`src/rtl/y86_stage_sequencer_if.sv`:
```
// rtl/y86_stage_sequencer_if.sv - core-side handshake bundle for the Y86-64 stage sequencer
interface y86_stage_sequencer_if #(
  parameter int CNT_W = 32
);
  logic             start;
  logic [3:0]       icode;
  logic             instr_valid;
  logic             imem_error;
  logic             mem_ready;
  logic             dmem_error;
  logic             fetch_en;
  logic             decode_en;
  logic             execute_en;
  logic             memory_en;
  logic             writeback_en;
  logic             pc_en;
  logic             busy;
  logic             halted;
  logic [2:0]       stat;
  logic [CNT_W-1:0] instr_count;
  logic [CNT_W-1:0] cycle_count;

  modport master (
    output start, icode, instr_valid, imem_error, mem_ready, dmem_error,
    input  fetch_en, decode_en, execute_en, memory_en, writeback_en, pc_en,
    input  busy, halted, stat, instr_count, cycle_count
  );

  modport slave (
    input  start, icode, instr_valid, imem_error, mem_ready, dmem_error,
    output fetch_en, decode_en, execute_en, memory_en, writeback_en, pc_en,
    output busy, halted, stat, instr_count, cycle_count
  );
endinterface

```
`src/rtl/y86_stage_sequencer.sv`:
```
// rtl/y86_stage_sequencer.sv - multi-cycle F/D/E/M/W/PC controller for the sequential Y86-64 core
module y86_stage_sequencer #(
  parameter int CNT_W = 32
) (
  input logic                   clk,
  input logic                   rst,
  y86_stage_sequencer_if.slave  bus
);
  typedef enum logic [2:0] {
    S_IDLE, S_FETCH, S_DECODE, S_EXEC, S_MEM, S_WB, S_PCUPD, S_HALTED
  } state_t;

  localparam logic [2:0] STAT_AOK = 3'd1;
  localparam logic [2:0] STAT_HLT = 3'd2;
  localparam logic [2:0] STAT_ADR = 3'd3;
  localparam logic [2:0] STAT_INS = 3'd4;

  state_t           state_q, state_d;
  logic [3:0]       icode_q;
  logic [2:0]       stat_q, stat_d;
  logic [CNT_W-1:0] instr_q, cycle_q;
  logic             instr_inc;
  logic             mem_class;
  logic             busy;

  // mrmovq, rmmovq, call, ret, pushq, popq touch data memory
  always_comb begin
    mem_class = 1'b0;
    case (icode_q)
      4'h4, 4'h5, 4'h8, 4'h9, 4'hA, 4'hB: mem_class = 1'b1;
      default:                            mem_class = 1'b0;
    endcase
  end

  always_comb begin
    state_d   = state_q;
    stat_d    = stat_q;
    instr_inc = 1'b0;
    case (state_q)
      S_IDLE: if (bus.start) state_d = S_FETCH;
      S_FETCH: begin
        if (bus.imem_error) begin
          state_d = S_HALTED;
          stat_d  = STAT_ADR;
        end else if (!bus.instr_valid) begin
          state_d = S_HALTED;
          stat_d  = STAT_INS;
        end else if (bus.icode == 4'h0) begin
          state_d   = S_HALTED;
          stat_d    = STAT_HLT;
          instr_inc = 1'b1;
        end else begin
          state_d = S_DECODE;
        end
      end
      S_DECODE: state_d = S_EXEC;
      S_EXEC:   state_d = S_MEM;
      S_MEM: begin
        if (!mem_class) begin
          state_d = S_WB;
        end else if (bus.mem_ready) begin
          if (bus.dmem_error) begin
            state_d = S_HALTED;
            stat_d  = STAT_ADR;
          end else begin
            state_d = S_WB;
          end
        end
      end
      S_WB: state_d = S_PCUPD;
      S_PCUPD: begin
        state_d   = S_FETCH;
        instr_inc = 1'b1;
      end
      S_HALTED: state_d = S_HALTED;
      default:  state_d = S_IDLE;
    endcase
  end

  assign busy = (state_q != S_IDLE) && (state_q != S_HALTED);

  always_ff @(posedge clk) begin
    if (rst) begin
      state_q <= S_IDLE;
      icode_q <= 4'h0;
      stat_q  <= STAT_AOK;
      instr_q <= '0;
      cycle_q <= '0;
    end else begin
      state_q <= state_d;
      stat_q  <= stat_d;
      if (state_q == S_FETCH) icode_q <= bus.icode;
      if (instr_inc)          instr_q <= instr_q + CNT_W'(1);
      if (busy)               cycle_q <= cycle_q + CNT_W'(1);
    end
  end

  assign bus.fetch_en     = (state_q == S_FETCH);
  assign bus.decode_en    = (state_q == S_DECODE);
  assign bus.execute_en   = (state_q == S_EXEC);
  assign bus.memory_en    = (state_q == S_MEM);
  assign bus.writeback_en = (state_q == S_WB);
  assign bus.pc_en        = (state_q == S_PCUPD);
  assign bus.busy         = busy;
  assign bus.halted       = (state_q == S_HALTED);
  assign bus.stat         = stat_q;
  assign bus.instr_count  = instr_q;
  assign bus.cycle_count  = cycle_q;
endmodule

```
`src/flat_wrapper.sv`:
```
// flat-port wrapper written by rule: the top's interface ports become plain ports
module y86_stage_sequencer_flat 
#(
  parameter int CNT_W = 32
)
  (clk, rst, bus_start, bus_icode, bus_instr_valid, bus_imem_error, bus_mem_ready, bus_dmem_error, bus_fetch_en, bus_decode_en, bus_execute_en, bus_memory_en, bus_writeback_en, bus_pc_en, bus_busy, bus_halted, bus_stat, bus_instr_count, bus_cycle_count);
  y86_stage_sequencer_if #(.CNT_W(CNT_W)) bus_i ();
  input logic clk;
  input logic rst;
  input wire logic [$bits(bus_i.start)-1:0] bus_start;
  input wire logic [$bits(bus_i.icode)-1:0] bus_icode;
  input wire logic [$bits(bus_i.instr_valid)-1:0] bus_instr_valid;
  input wire logic [$bits(bus_i.imem_error)-1:0] bus_imem_error;
  input wire logic [$bits(bus_i.mem_ready)-1:0] bus_mem_ready;
  input wire logic [$bits(bus_i.dmem_error)-1:0] bus_dmem_error;
  output wire logic [$bits(bus_i.fetch_en)-1:0] bus_fetch_en;
  output wire logic [$bits(bus_i.decode_en)-1:0] bus_decode_en;
  output wire logic [$bits(bus_i.execute_en)-1:0] bus_execute_en;
  output wire logic [$bits(bus_i.memory_en)-1:0] bus_memory_en;
  output wire logic [$bits(bus_i.writeback_en)-1:0] bus_writeback_en;
  output wire logic [$bits(bus_i.pc_en)-1:0] bus_pc_en;
  output wire logic [$bits(bus_i.busy)-1:0] bus_busy;
  output wire logic [$bits(bus_i.halted)-1:0] bus_halted;
  output wire logic [$bits(bus_i.stat)-1:0] bus_stat;
  output wire logic [$bits(bus_i.instr_count)-1:0] bus_instr_count;
  output wire logic [$bits(bus_i.cycle_count)-1:0] bus_cycle_count;
  assign bus_i.start = bus_start;
  assign bus_i.icode = bus_icode;
  assign bus_i.instr_valid = bus_instr_valid;
  assign bus_i.imem_error = bus_imem_error;
  assign bus_i.mem_ready = bus_mem_ready;
  assign bus_i.dmem_error = bus_dmem_error;
  assign bus_fetch_en = bus_i.fetch_en;
  assign bus_decode_en = bus_i.decode_en;
  assign bus_execute_en = bus_i.execute_en;
  assign bus_memory_en = bus_i.memory_en;
  assign bus_writeback_en = bus_i.writeback_en;
  assign bus_pc_en = bus_i.pc_en;
  assign bus_busy = bus_i.busy;
  assign bus_halted = bus_i.halted;
  assign bus_stat = bus_i.stat;
  assign bus_instr_count = bus_i.instr_count;
  assign bus_cycle_count = bus_i.cycle_count;
  y86_stage_sequencer #(.CNT_W(CNT_W)) u_core (.clk(clk), .rst(rst), .bus(bus_i));
endmodule
```
`config.mk`:
```
export PLATFORM = sky130hd
export DESIGN_NAME = y86_stage_sequencer_flat
export DESIGN_NICKNAME = d
export VERILOG_FILES = /design/src/rtl/y86_stage_sequencer_if.sv /design/src/rtl/y86_stage_sequencer.sv /design/src/flat_wrapper.sv
export SDC_FILE = /design/constraint.sdc
export NUM_CORES = 1
export LEC_CHECK = 0
export ABC_AREA = 1
export ABC_CLOCK_PERIOD_IN_PS = 2100
export CORE_ASPECT_RATIO = 1.25
export CORE_MARGIN = 2
export CORE_UTILIZATION = 47
export CTS_BUF_LIST = sky130_fd_sc_hd__clkbuf_8
export CTS_CLUSTER_SIZE = 10
export DETAILED_ROUTE_END_ITERATION = 10
export PLACE_DENSITY = 0.83
export SLEW_MARGIN = 20
export SYNTH_ARGS = -nofsm -noshare
export SYNTH_HDL_FRONTEND = slang
export SYNTH_SLANG_ARGS = --single-unit
```
`constraint.sdc`:
```
create_clock -name clk -period 2.1 [get_ports clk]
set_input_delay 0.21 -clock clk [delete_from_list [all_inputs] [get_ports clk]]
set_output_delay 0.21 -clock clk [all_outputs]
set_load 0.02 [all_outputs]
```
==> results.cfg <==
[placed_design]
place_congestion = 0.9639
dp.cells = 880
portBuffers = 85
dpl.hpwl_mm = 8.299
post_dp_cell_area_um2 = 5087

[die]
core-area_um2 = 8606
rows = 38
die_x_um = 87.77
dieArea_um2 = 9541
die_h_um = 108.7
start_util = 0.4791
io_pins = 86

[routing]
drtIter0Drc = 201
dr_total_vias = 4567
drc_errors = 0
drt-pass1-iter-count = 5
routed_wirelength_mm = 11.21
avgViaCountPerCell = 5.097
ant_nets = 0
wl_per_cell_um = 12.51

[run]
max_cap_viol_count = 0

[finish]
syn2layout_area_growth_pct = 28.25
stdcell_count = 896
layout-drive-gt1-share = 0.05412
utilization = 0.6144
antenna_cells = 0
final_cell_area_um2 = 5288
layout.nets = 784

[setup_path]
reg2reg_slack_ns = 0.34
critPathKind = flip-flop to output port
end_kind = output port
r2r_start = u_core.bus.instr_count[0]$_SDFFE_PP0P_
crit_required_ns = 1.89
crit_start = u_core.state_q[0]$_SDFFE_PP0P_
crit_fanout = 8
timing.rr.end = u_core.bus.instr_count[14]$_SDFFE_PP0P_
reg2reg_depth = 8
start_kind = flip-flop
endpoint = bus_busy
worst_ep_arrival_time_ns = 1.80

[timing]
rsz0062_at_grt = no
setup_viol = 0
finClkSkew_ns = 0.009086
max_freq_ghz = 0.4973
worst_pin_slew_ns = 0.4047
hold_violations = 0
fin_crit_ns = 2.011
max_slew_margin = 0.7296
fin_tns_setup_ns = 0
min_period_over_period = 0.9575
slew_viol_final = 0

[clock_network]
clk_pin_slew_ns = 0.08
numClockSinks = 73
numCtsBuffers = 9
htree_levels = 3
holdBufCountCts = 0
clock_latency_ns = 0.35
cts_tree = yes
cts_setup_buffers = 0
cts-root-buf = clkbuf_8
clockBufferDepth = 2

[logic_synthesis]
synthArstFlopShare = 0
synth_area_leaders = dfxtp_1 (35%), nand2_1 (19%), nor2_1 (12%), inv_1 (7.7%), nand3_1 (5.8%)
synthesis.nets = 698
synth_edf_count = 0
yosysSeqAreaShare = 0.3545
yosysTopAreaCell = dfxtp_1
ys_types = 32
ys_ff_latch = 73
synth_area_um2 = 4123
yosys_warnings = 0
yosys.area.top_type_share = 0.3545
syn_area_per_cell_um2 = 6.019
synth_cells = 685
synth_ff_type = dfxtp_1

[global_routing]
grt_first_pass_wirelength_mm = 18.57
grt_pass1_vias = 4414
grt_max_degree = 49
overflow = 0
antenna_found_initial = 0
track_usage = 0.2435

[power]
power.leakage_nw = 1.951
power_density_nw_per_um2 = 617.5
ir_drop_uv = 407.7

[min_path]
hold_path.class = primary input to flip-flop

[run_status]
status = finished clean
-- state kept, by name (all words and copies together), names as in the netlist --
name and cells:
u_core.state_q 3, u_core.bus.stat 3, u_core.icode_q 3, u_core.bus.instr_count 32, u_core.bus.cycle_count 32
-- cell usage in the layout, fill, tap and decap left out, drive strengths merged --
master / count
nand3: 48
nor3b: 1
ha: 2
nand4: 6
clkinvlp: 1
inv: 90
clkbuf: 9
buf: 5
xnor2: 3
and2: 1
dfxtp: 73
clkdlybuf4s50: 85
xor2: 5
bufinv: 1
nor2: 141
a21oi: 43
nand2: 215
o211ai: 1
nand3b: 3
a211oi: 2
a31oi: 1
o21ai: 26
clkinv: 4
nor3: 10
-- how the worst min path moves through the flow --
stage / from / to / slack, ns / cells past startpoint
floorplan: bus_icode[3] / u_core.icode_q[3]$_SDFFE_PP0P_ / 0.36 / 2
detailed placement: u_core.icode_q[1]$_SDFFE_PP0P_ / u_core.icode_q[1]$_SDFFE_PP0P_ / 0.45 / 2
global route: bus_icode[3] / u_core.icode_q[3]$_SDFFE_PP0P_ / 0.42 / 3
CTS: bus_icode[3] / u_core.icode_q[3]$_SDFFE_PP0P_ / 0.41 / 3
global placement: u_core.icode_q[1]$_SDFFE_PP0P_ / u_core.icode_q[1]$_SDFFE_PP0P_ / 0.44 / 2
finish: bus_icode[3] / u_core.icode_q[3]$_SDFFE_PP0P_ / 0.43 / 3
-- layer usage --
layer | part of all wire | wire (µm) | track usage
met1 | 0.41 | 4551 | 0.2664
met2 | 0.50 | 5635 | 0.4356
met3 | 0.052 | 588 | 0.04466
met4 | 0.039 | 439 | 0.1352
met5 | 0 | 0 | 0
-- critical path: stages (launching register included) --
cell and delay [ns]:
dfxtp_2 0.42, inv_1 0.10, nand2_2 0.11, nand2_4 0.11, inv_4 0.11, clkdlybuf4s50_1 0.61
-- cells by family after synthesis --
logic type	after synthesis	share of synthesized area
AO/OA/AOI/OAI	73	0.09074
flip-flops	73	0.3545
adder cells (fa/ha/maj)	2	0.006069
XOR/XNOR	8	0.01700
AND/OR/NAND/NOR	425	0.4291
buffers and inverters	104	0.1026
-- final cells by class --
| class | count | area, µm² |
|---|---|---|
| multi-input combinational | 508 | 2238 |
| inverter | 89 | 336.6 |
| tap | 120 | 150.1 |
| sequential | 73 | 1465 |
| fill | 818 | 3318 |
| clock buffer | 9 | 123.9 |
| timing repair buffer | 90 | 900.9 |
| clock inverter | 7 | 72.57 |
-- metrics by stage --
stage	total power, mW	setup slack (ns)	hold slack, ns
2_1_floorplan	1.943	0.4691	0.3581
3_3_place_gp	2.153	0.3544	0.4420
3_5_place_dp	2.180	0.3266	0.4492
4_1_cts	3.285	0.06390	0.4146
5_1_grt	3.413	0.005824	0.4183
6_report	3.265	0.08933	0.4280
-- what timing repair did --
action | 4_1_cts | 5_1_grt
gates cloned | 0 | 0
endpoints found under the setup margin | 1 | 1
resized for setup | 1 | 2
-- synthesized netlist by cell type, types with 4 or more instances --
cell,n
nand2_2,6
nor3_1,9
inv_1,85
nand2_1,208
xor2_1,5
a21oi_1,43
nor2_2,4
nand4_1,6
nor2_1,134
dfxtp_1,73
clkbuf_1,6
o21ai_0,25
nand3_1,48
-- report_power, final --
| group | leakage (nW) | internal (mW) | switching (mW) |
|---|---|---|---|
| clock | 0.101 | 0.548 | 0.562 |
| combinational | 1.26 | 0.239 | 0.384 |
| sequential | 0.591 | 1.45 | 0.0770 |
No activity file was read; power rests on OpenSTA's default activity.
